[src/rtl/cam_frame_gen.sv]
// cam_frame_gen: OV-style VSYNC/HREF/DATA camera stimulus generator with test patterns.
// Define CAM_FRAME_GEN_CRC_EN to add a per-frame CRC-8 of the active bytes on crc.
module cam_frame_gen #(
  parameter int H_ACTIVE    = 160,
  parameter int V_ACTIVE    = 120,
  parameter int BPP         = 2,
  parameter int H_BLANK     = 16,
  parameter int VSYNC_LINES = 2,
  parameter int V_BACK      = 4,
  parameter int V_FRONT     = 4
) (
  input  logic        PCLK,
  input  logic        RESET,
  input  logic        enable,
  input  logic [1:0]  mode,
  input  logic [7:0]  pat_value,
  output logic        VSYNC,
  output logic        HREF,
  output logic [7:0]  DATA,
  output logic        frame_done,
  output logic [15:0] frame_cnt,
  output logic        busy
`ifdef CAM_FRAME_GEN_CRC_EN
  ,
  output logic [7:0]  crc
`endif
);

  // state  | meaning
  // IDLE   | stopped, waiting for enable
  // SYNC   | VSYNC high for VSYNC_LINES line periods
  // VBACK  | blank lines after VSYNC
  // ACTIVE | V_ACTIVE lines of HREF/DATA followed by H_BLANK
  // VFRONT | blank lines after the last active line
  // END    | one-cycle frame_done, busy low
  typedef enum logic [2:0] {S_IDLE, S_SYNC, S_VBACK, S_ACTIVE, S_VFRONT, S_END} state_t;

  localparam int AB   = H_ACTIVE * BPP;
  localparam int L    = AB + H_BLANK;
  localparam int HW   = $clog2(L + 1);
  localparam int VM1  = (VSYNC_LINES > V_BACK) ? VSYNC_LINES : V_BACK;
  localparam int VM2  = (V_ACTIVE > V_FRONT) ? V_ACTIVE : V_FRONT;
  localparam int VMAX = (VM1 > VM2) ? VM1 : VM2;
  localparam int LW   = $clog2(VMAX + 1);
  localparam int XW   = ($clog2(H_ACTIVE + 1) < 4) ? 4 : $clog2(H_ACTIVE + 1);
  localparam int YW   = ($clog2(V_ACTIVE + 1) < 4) ? 4 : $clog2(V_ACTIVE + 1);
  localparam int PW   = $clog2(BPP + 1);

  localparam logic [HW-1:0] H_LAST = HW'(L - 1);
  localparam logic [HW-1:0] AB_W   = HW'(AB);
  localparam logic [PW-1:0] P_LAST = PW'(BPP - 1);

  state_t         state, state_nx;
  logic [HW-1:0]  h, h_nx;
  logic [LW-1:0]  ln, ln_nx;
  logic [YW-1:0]  y, y_nx;
  logic [XW-1:0]  x, x_nx;
  logic [PW-1:0]  px, px_nx;
  logic [1:0]     mode_q, mode_nx;
  logic [7:0]     pat_q, pat_nx, fid_q, fid_nx;
  logic           start, line_end, phase_end;
  logic           href_nx, done_nx, busy_nx;
  logic [7:0]     data_nx;

  always_comb begin
    state_nx  = state;
    h_nx      = h;
    ln_nx     = ln;
    y_nx      = y;
    x_nx      = x;
    px_nx     = px;
    start     = 1'b0;
    line_end  = (h == H_LAST);
    phase_end = line_end && (ln == '0);

    if (state inside {S_SYNC, S_VBACK, S_ACTIVE, S_VFRONT}) begin
      h_nx = line_end ? '0 : h + 1'b1;
      if (line_end) ln_nx = ln - 1'b1;
      if (line_end || px == P_LAST) px_nx = '0;
      else px_nx = px + 1'b1;
      if (line_end) x_nx = '0;
      else if (px == P_LAST) x_nx = x + 1'b1;
      if (line_end && state == S_ACTIVE) y_nx = y + 1'b1;
    end

    case (state)
      S_IDLE: start = enable;
      S_SYNC:
        if (phase_end) begin
          if (V_BACK > 0) begin
            state_nx = S_VBACK;
            ln_nx    = LW'(V_BACK - 1);
          end else begin
            state_nx = S_ACTIVE;
            ln_nx    = LW'(V_ACTIVE - 1);
          end
        end
      S_VBACK:
        if (phase_end) begin
          state_nx = S_ACTIVE;
          ln_nx    = LW'(V_ACTIVE - 1);
        end
      S_ACTIVE:
        if (phase_end) begin
          if (V_FRONT > 0) begin
            state_nx = S_VFRONT;
            ln_nx    = LW'(V_FRONT - 1);
          end else begin
            state_nx = S_END;
          end
        end
      S_VFRONT: if (phase_end) state_nx = S_END;
      S_END: begin
        start = enable;
        if (!enable) state_nx = S_IDLE;
      end
      default: state_nx = S_IDLE;
    endcase

    if (start) begin
      state_nx = S_SYNC;
      h_nx     = '0;
      ln_nx    = LW'(VSYNC_LINES - 1);
      y_nx     = '0;
      x_nx     = '0;
      px_nx    = '0;
    end

    // Outputs are computed for the upcoming cycle so every port comes straight from a flop.
    mode_nx = start ? mode : mode_q;
    pat_nx  = start ? pat_value : pat_q;
    fid_nx  = start ? frame_cnt[7:0] : fid_q;
    done_nx = (state_nx == S_END);
    busy_nx = state_nx inside {S_SYNC, S_VBACK, S_ACTIVE, S_VFRONT};
    href_nx = (state_nx == S_ACTIVE) && (h_nx < AB_W);
    data_nx = '0;
    if (href_nx) begin
      case (mode_nx)
        2'd0:    data_nx = 8'(h_nx) + 8'(y_nx);
        2'd1:    data_nx = (x_nx[3] ^ y_nx[3]) ? 8'hFF : 8'h00;
        2'd2:    data_nx = fid_nx;
        default: data_nx = pat_nx;
      endcase
    end
  end

  always_ff @(posedge PCLK or posedge RESET) begin
    if (RESET) begin
      state      <= S_IDLE;
      h          <= '0;
      ln         <= '0;
      y          <= '0;
      x          <= '0;
      px         <= '0;
      mode_q     <= '0;
      pat_q      <= '0;
      fid_q      <= '0;
      VSYNC      <= 1'b0;
      HREF       <= 1'b0;
      DATA       <= '0;
      frame_done <= 1'b0;
      frame_cnt  <= '0;
      busy       <= 1'b0;
    end else begin
      state      <= state_nx;
      h          <= h_nx;
      ln         <= ln_nx;
      y          <= y_nx;
      x          <= x_nx;
      px         <= px_nx;
      mode_q     <= mode_nx;
      pat_q      <= pat_nx;
      fid_q      <= fid_nx;
      VSYNC      <= (state_nx == S_SYNC);
      HREF       <= href_nx;
      DATA       <= data_nx;
      frame_done <= done_nx;
      busy       <= busy_nx;
      if (done_nx) frame_cnt <= frame_cnt + 16'd1;
    end
  end

`ifdef CAM_FRAME_GEN_CRC_EN
  function automatic logic [7:0] crc8_byte(input logic [7:0] c, input logic [7:0] d);
    logic [7:0] r;
    r = c ^ d;
    for (int i = 0; i < 8; i++) r = r[7] ? ((r << 1) ^ 8'h07) : (r << 1);
    return r;
  endfunction

  logic [7:0] crc_acc;

  always_ff @(posedge PCLK or posedge RESET) begin
    if (RESET) begin
      crc_acc <= '0;
      crc     <= '0;
    end else begin
      if (start) crc_acc <= '0;
      else if (href_nx) crc_acc <= crc8_byte(crc_acc, data_nx);
      if (done_nx) crc <= crc_acc;
    end
  end
`endif

endmodule

[config.mk]
export PLATFORM = sky130hd
export DESIGN_NAME = cam_frame_gen
export DESIGN_NICKNAME = d
export VERILOG_FILES = /design/src/rtl/cam_frame_gen.sv
export SDC_FILE = /design/constraint.sdc
export NUM_CORES = 1
export LEC_CHECK = 0
export CAP_MARGIN = 5
export CORE_MARGIN = 3
export CORE_UTILIZATION = 50
export CTS_BUF_LIST = sky130_fd_sc_hd__clkbuf_8 sky130_fd_sc_hd__clkbuf_16
export CTS_CLUSTER_DIAMETER = 50
export DETAILED_ROUTE_END_ITERATION = 7
export PLACE_DENSITY = 0.74
export RECOVER_POWER = 100
export SLEW_MARGIN = 10
export SYNTH_ARGS = -nofsm -noshare
export SYNTH_HDL_FRONTEND = slang
export SYNTH_SLANG_ARGS = --single-unit
[constraint.sdc]
create_clock -name PCLK -period 3.2 [get_ports PCLK]
set_clock_uncertainty 0.2 [all_clocks]
set_input_delay 0.32 -clock PCLK [delete_from_list [all_inputs] [get_ports PCLK]]
set_output_delay 0.32 -clock PCLK [all_outputs]
set_load 0.02 [all_outputs]
=== After elaboration in Yosys (flattened, before gate mapping) ===
Index checks and enable logic that the tools add are counted.

* Shift-type cells: 0
* $lt $le $gt $ge: 1
* Divide/modulo/power cells: 0
* Equality and inequality tests: 14
* Bitwise gates (word level): 1
* Mux-type cells: 33
* Reduce and logical (&&, ||, !) cells: 14
* $add $sub $neg: 7
* $mul: 0

{| class="wikitable"
|+ Operator list
! kind !! number
|-
| 8-bit 2-to-1 mux || 8
|-
| 7-bit 2-to-1 mux || 8
|-
| 9-bit 2-to-1 mux || 3
|-
| 8-bit one-hot mux with 3 select lines || 1
|-
| 3-bit 2-to-1 mux || 6
|-
| 3-bit one-hot mux with 6 select lines || 1
|-
| 16-bit by 1-bit adder with 16-bit output, second input constant || 1
|-
| 7-bit one-hot mux with 2 select lines || 1
|-
| 3-bit by 2-bit == test with 1-bit output, second input constant || 4
|-
| 3-bit == test, second input constant || 4
|-
| 9-bit by 1-bit adder with 9-bit output, second input constant || 1
|-
| 9-bit == test, second input constant || 1
|-
| 9-bit less-than comparator, second input constant || 1
|-
| 8-bit by 1-bit adder with 8-bit output, second input constant || 1
|-
| 8-bit by 7-bit adder with 8-bit output || 1
|-
| 2-bit 2-to-1 mux || 4
|-
| 4-bit nonzero test || 2
|-
| 7-bit by 1-bit adder with 7-bit output, second input constant || 1
|-
| 7-bit logical NOT || 1
|-
| 7-bit by 1-bit subtractor with 7-bit output, second input constant || 1
|-
| 3-bit by 1-bit == test with 1-bit output, second input constant || 2
|-
| 2-bit by 1-bit == test with 1-bit output, second input constant || 2
|-
| 2-bit OR reduction || 2
|-
| 1-bit logical AND || 3
|-
| 10 further kinds || 10
|}

* ROM bits: 0
* Latch bits: 0
* Register bits after elaboration: 82
* Memory bits (writable): 0
* Memories kept: 0
* Word-level logic and storage cells: 86

=== Depth between registers and ports, before layout ===
* Depth after elaboration: 9
* Depth in mapped cells: 15
* Mapped depth without buffers: 14

=== Least setup slack after synthesis ===
OpenSTA, ideal clock, no wires.

* Kind: register to register
* Start point: register state[0]
* End point: register DATA[6]
* Data required time: 2.906 ns
* Arrival: 3.193 ns
* Library setup time: 0.094 ns
* Stages on the path, launching flop included: 16
* Path slack: -0.287 ns
* Cell sequence: dfrtp_1 buf_2 xnor2_1 and3b_1 clkbuf_1 clkbuf_1 clkbuf_1 nor2_1 ha_1 fa_1 a21oi_1 o211ai_1 a21oi_1 xnor2_1 a22oi_1 a211oi_1

* Elaborated cells on any way between the ends: 38
* Those cells by class: 1 x add/sub; 1 x order compare; 8 x eq/ne; 21 x mux; 1 x bitwise; 6 x reduce/logical

{| class="wikitable"
|+ RTL lines
! item !! line !! text
|-
| from (decl) || 53 || <nowiki>state_t state, state_nx;</nowiki>
|-
| from (signal assigned) || 165 || <nowiki>state <= state_nx;</nowiki>
|-
| 3-bit by 2-bit == test with 1-bit output || 76, 83 ||
|-
| 1-bit logical AND || 83 || <nowiki>if (line_end && state == S_ACTIVE) y_nx = y + 1'b1;</nowiki>
|-
| 7-bit 2-to-1 mux || 83 ||
|-
| 7-bit 2-to-1 mux || 76 || <nowiki>if (state inside {S_SYNC, S_VBACK, S_ACTIVE, S_VFRONT}) begin</nowiki>
|-
| 7-bit 2-to-1 mux (*) || 120 || <nowiki>if (start) begin</nowiki>
|-
| via y_nx[0] || 56 || <nowiki>logic [YW-1:0] y, y_nx;</nowiki>
|-
| 8-bit by 7-bit adder with 8-bit output (*) || 139 || <nowiki>2'd0: data_nx = 8'(h_nx) + 8'(y_nx);</nowiki>
|-
| 8-bit one-hot mux with 3 select lines (*) || 138 || <nowiki>case (mode_nx)</nowiki>
|-
| 8-bit 2-to-1 mux (*) || 137 || <nowiki>if (href_nx) begin</nowiki>
|-
| via data_nx[6] || 63 || <nowiki>logic [7:0] data_nx;</nowiki>
|-
| to (signal assigned) || 176 || <nowiki>DATA <= data_nx;</nowiki>
|-
| to (decl) || 19 || <nowiki>output logic [7:0] DATA,</nowiki>
|}

The timed path passes the listed nets; every way through them passes the cells marked *. The select of a mux whose other input is x is not followed.
A chain may end at the register's enable or synchronous reset.

=== Worst setup path in the final report ===
* Start point: register h[1]
* End point: register DATA[7]

* Elaborated cells on any way between the ends: 27
* Those cells by class: 2 x add/sub; 1 x order compare; 2 x eq/ne; 18 x mux; 1 x bitwise; 3 x reduce/logical

{| class="wikitable"
|+ RTL lines
! item !! line !! text
|-
| from (decl) || 54 || <nowiki>logic [HW-1:0] h, h_nx;</nowiki>
|-
| from (signal assigned) || 166 || <nowiki>h <= h_nx;</nowiki>
|-
| 9-bit == test || 73 || <nowiki>line_end = (h == H_LAST);</nowiki>
|-
| 1-bit logical AND || 83 ||
|-
| 7-bit 2-to-1 mux || 83 ||
|-
| 7-bit 2-to-1 mux || 76 ||
|-
| 7-bit 2-to-1 mux || 120 ||
|-
| via y_nx[6] || 56 ||
|-
| 8-bit by 7-bit adder with 8-bit output || 139 ||
|-
| 8-bit one-hot mux with 3 select lines || 138 ||
|-
| 8-bit 2-to-1 mux || 137 ||
|-
| via data_nx[7] || 63 ||
|}

The timed path passes the listed nets, and every way through them passes these cells. The select of a mux whose other input is x is not followed.

==> metrics.md <==
| Metric | Value |
|---|---|
| CP startpoint | h[1] |
| Fillers | around 590 |
| # port buffers | 40 |
| Via count | about 3,400 |
| Clock power share | 0.396 |
| Power Total | 1.69 mW |
| CTS tree | yes |
| Fin. Hold Viols | 0 |
| Gate Count Post-Synth | ~430 |
| Buffer and inverter count on the worst path | 3 |
| GP Congestion | 0.886 |
| Aggregate routed wire length | 9940 µm |
| Ant diodes | 0 |
| CTS Buf Count | 9 |
| Avg Inst Size Synth | 9.49 µm² |
| CP arrival | 3240 ps |
| CTS Buffer Depth | 2 |
| Vias in the first global route | 3,290 |
| Drt wl/cell | ~16 µm |
| Pre-CTS WS | -74.1 ps |
| CP cell instances | ha_2 -> nand4bb_1 -> or2_4 -> nor2_4 -> buf_6 -> buf_6 -> buf_4 -> nand4_1 -> xor2_1 -> nor2_1 -> ha_1 -> a21o_1 -> a31oi_1 -> or3_1 -> a41oi_1 |
| Mapped cell area | about 4000 µm² |
| Die width | about 96 µm |
| Slew Viols, Final | 45 |
| Slew HR | -0.117 |
| Comb pwr share | 0.023 |
| Yosys top cell area share | 0.483 |
| Die Height | 95.9 µm |
| Reg2reg end | DATA[7] |
| Period minus WS final | 3230 ps |
| Period utilization | 1.01 |
| Max cap viols | 1 |
| CP Depth | 15 |
| Worst VDD drop | roughly 250 µV |
| Grt total ovfl | 0 |
| # IOs | 41 |
| CTS H-tree depth | 3 |
| RSZ-0062 raised after global routing | yes |
| HP Class | reg2reg |
| Core box area | 7810 µm² |
| Synth area leader | dfrtp_1 |
| Layout cell share with drive strength beyond 1 | 0.177 |
| Worst R2R Start | h[1] |
| Worst-Margin Slew | 1670 ps |
| Top area cells in the synthesized netlist | dfrtp_1 48%, nand2_1 6.6%, xnor2_1 5.4% |
| First-pass GRT wire length | between 15,000 and 20,000 µm |
| Largest net degree at the start of global routing | 45 |
| PD cells | 329 nW/µm² |
| Final hold slack | 264 ps |
| Initial antenna violation count | 0 |
| CTS Hold Bufs | 0 |
| DR pass1 iterations | 4 |
| Global Route Usage Sum | 0.220 |
| Crit. End Element | flip-flop |
| Number of routed nets with antenna violations | 0 |
| Setup Crit Path Kind | reg2reg |
| DP HPWL | 6840 µm |
| Outcome | complete, but fails checks |
| FF-to-FF setup slack | -30 ps |
| EDFF count, synth | 0 |
| Worst Path Required | 3220 ps |
| Ys flop type | dfrtp_1 |
| Vias/cell | roughly 5.6 |
| Peak Freq | 0.310 GHz |
| Sequential power share | 0.581 |
| Initial Utilization | 0.518 |
| # rows | 32 |
| DRC errors left | 0 |
| Sw Pwr | just under 0.4 mW |
| CP max FO | 3 |
| Cell family with most CP delay | simple AND/OR/NAND/NOR gates |
| Clk root buf | clkbuf_8 |
| Fraction of registers with async set/reset | 1.00 |
| Yosys reg bits | just under 80 |
| YS warnings | 0 |
| Synthesis-to-layout area growth | 27.5% |
| Slowest-stage cell, CP | dfrtp_1 |
| Sequential element share of the synthesized area | 0.483 |
| Sink Count | 78 |
| CP most frequent cell | buf_6 |
| Internal | 1.30 mW |
| Nets@finish | roughly 530 |
| Endpoints failing setup | 3 |
| Clk_lat worst skew | 350 ps |
| Worst R2R Path Depth | 15 |
| Failing checks | max-capacitance violations, max-slew violations, negative setup slack |
| P_leak | about 2.4 nW |
| Critical Path Max Stage Delay | around 390 ps |
| Worst setup path end | DATA[7] |
| Net Sw Frac | 0.233 |
| Startpoint Class | flip-flop |
| Cell variety after synth | 54 |
| Die ar. | approximately 9200 µm² |
| Initial DRC count | 187 |
| Syn nets | 454 |
| Final worst slack | -25.4 ps |
| Clock Pin Slew Worst Setup and Hold Paths | 90 ps |
## through the flow
step,setup TNS (ps),instance area [µm²],std cells,utilization
finish,-35.1,5150,610,0.660
global route,-820,5150,610,0.660
CTS,0,4930,598,0.631
detailed placement,-74.1,4730,579,0.606
global placement,0,4730,579,0.606
floorplan,0,4070,426,-
## Yosys cell counts (all sizes together), types with 3 or more instances
library cell  instances
a211oi                7
a21o                  3
a21oi                20
a22oi                 7
and3                  6
buf                   4
clkbuf               14
dfrtp                78
ha                   14
inv                  13
mux2i                 3
nand2                71
nand3                18
nand4                12
nor2                 37
nor3                 15
nor4                  9
o21ai                10
or2                   3
or3                   5
or4                   5
xnor2                25
xor2                 17
## power by group through the flow
stage                     combinational [mW]  clock [mW]  sequential, mW
final                                 0.0390       0.671           0.985
after global routing                  0.0445       0.729           0.985
after floorplan                       0.0159           0            1.00
after CTS                             0.0422       0.677           0.985
after global placement                0.0416           0            1.00
after detailed placement              0.0421           0            1.00
## cell usage in the layout (no fill, tap or decap), types with 15 or more instances in the layout
cell,instances
a21oi_1,18
buf_4,36
clkdlybuf4s50_1,25
dfrtp_1,78
dlygate4sd3_1,15
nand2_1,68
nand3_1,17
nor2_1,31
xnor2_1,23
xor2_1,15
## state kept, by name (all words and copies together) (netlist names), 4 cells and up
register and count:
DATA 8, fid_q 8, frame_cnt 16, h 9, ln 7, pat_q 8
x 4, y 7
## final cells by class
cell class	instances	area [µm²]	area share
clock buffer	10	138	0.0267
clock inverter	6	37.5	0.00728
inverter	14	52.6	0.0102
multi-input combinational	316	2120	0.410
sequential	78	1950	0.379
tap	102	128	0.0248
timing repair buffer	84	732	0.142
## how the worst min path moves through the flow
stage | startpoint | endpoint | slack, ps | cells past startpoint
3_5_place_dp | frame_cnt[15] | frame_cnt[15] | 260 | 1
2_1_floorplan | pat_q[7] | pat_q[7] | 240 | 2
6_report | frame_cnt[15] | frame_cnt[15] | 260 | 1
4_1_cts | frame_cnt[15] | frame_cnt[15] | 270 | 1
3_3_place_gp | frame_cnt[15] | frame_cnt[15] | 260 | 1
5_1_grt | frame_cnt[15] | frame_cnt[15] | 290 | 1
## kinds of logic after synthesis
group | Yosys count | synth area share
xor+xnor | 42 | 0.0910
buf+inv | 32 | 0.0325
mux | 4 | 0.0102
compound gates | 60 | 0.0947
fa+ha+maj | 15 | 0.0483
simple gates | 195 | 0.240
flops | 78 | 0.483
## repair_timing
item,CTS,global route
resized for setup,2,30
setup buffers,3,12
pin swaps,3,23
endpoints found under the setup margin,2,5
gates cloned,0,0
## layer usage
metal | routed length (µm) | track usage | up-vias
met1 | 4530 | 0.309 | 1649
met3 | 475 | 0.0516 | 19
met5 | 0 | 0 | -
met4 | 242 | 0.0770 | 0
met2 | 4690 | 0.332 | 88
li1 | - | - | 1651
Power figures use the tool's default switching activity.
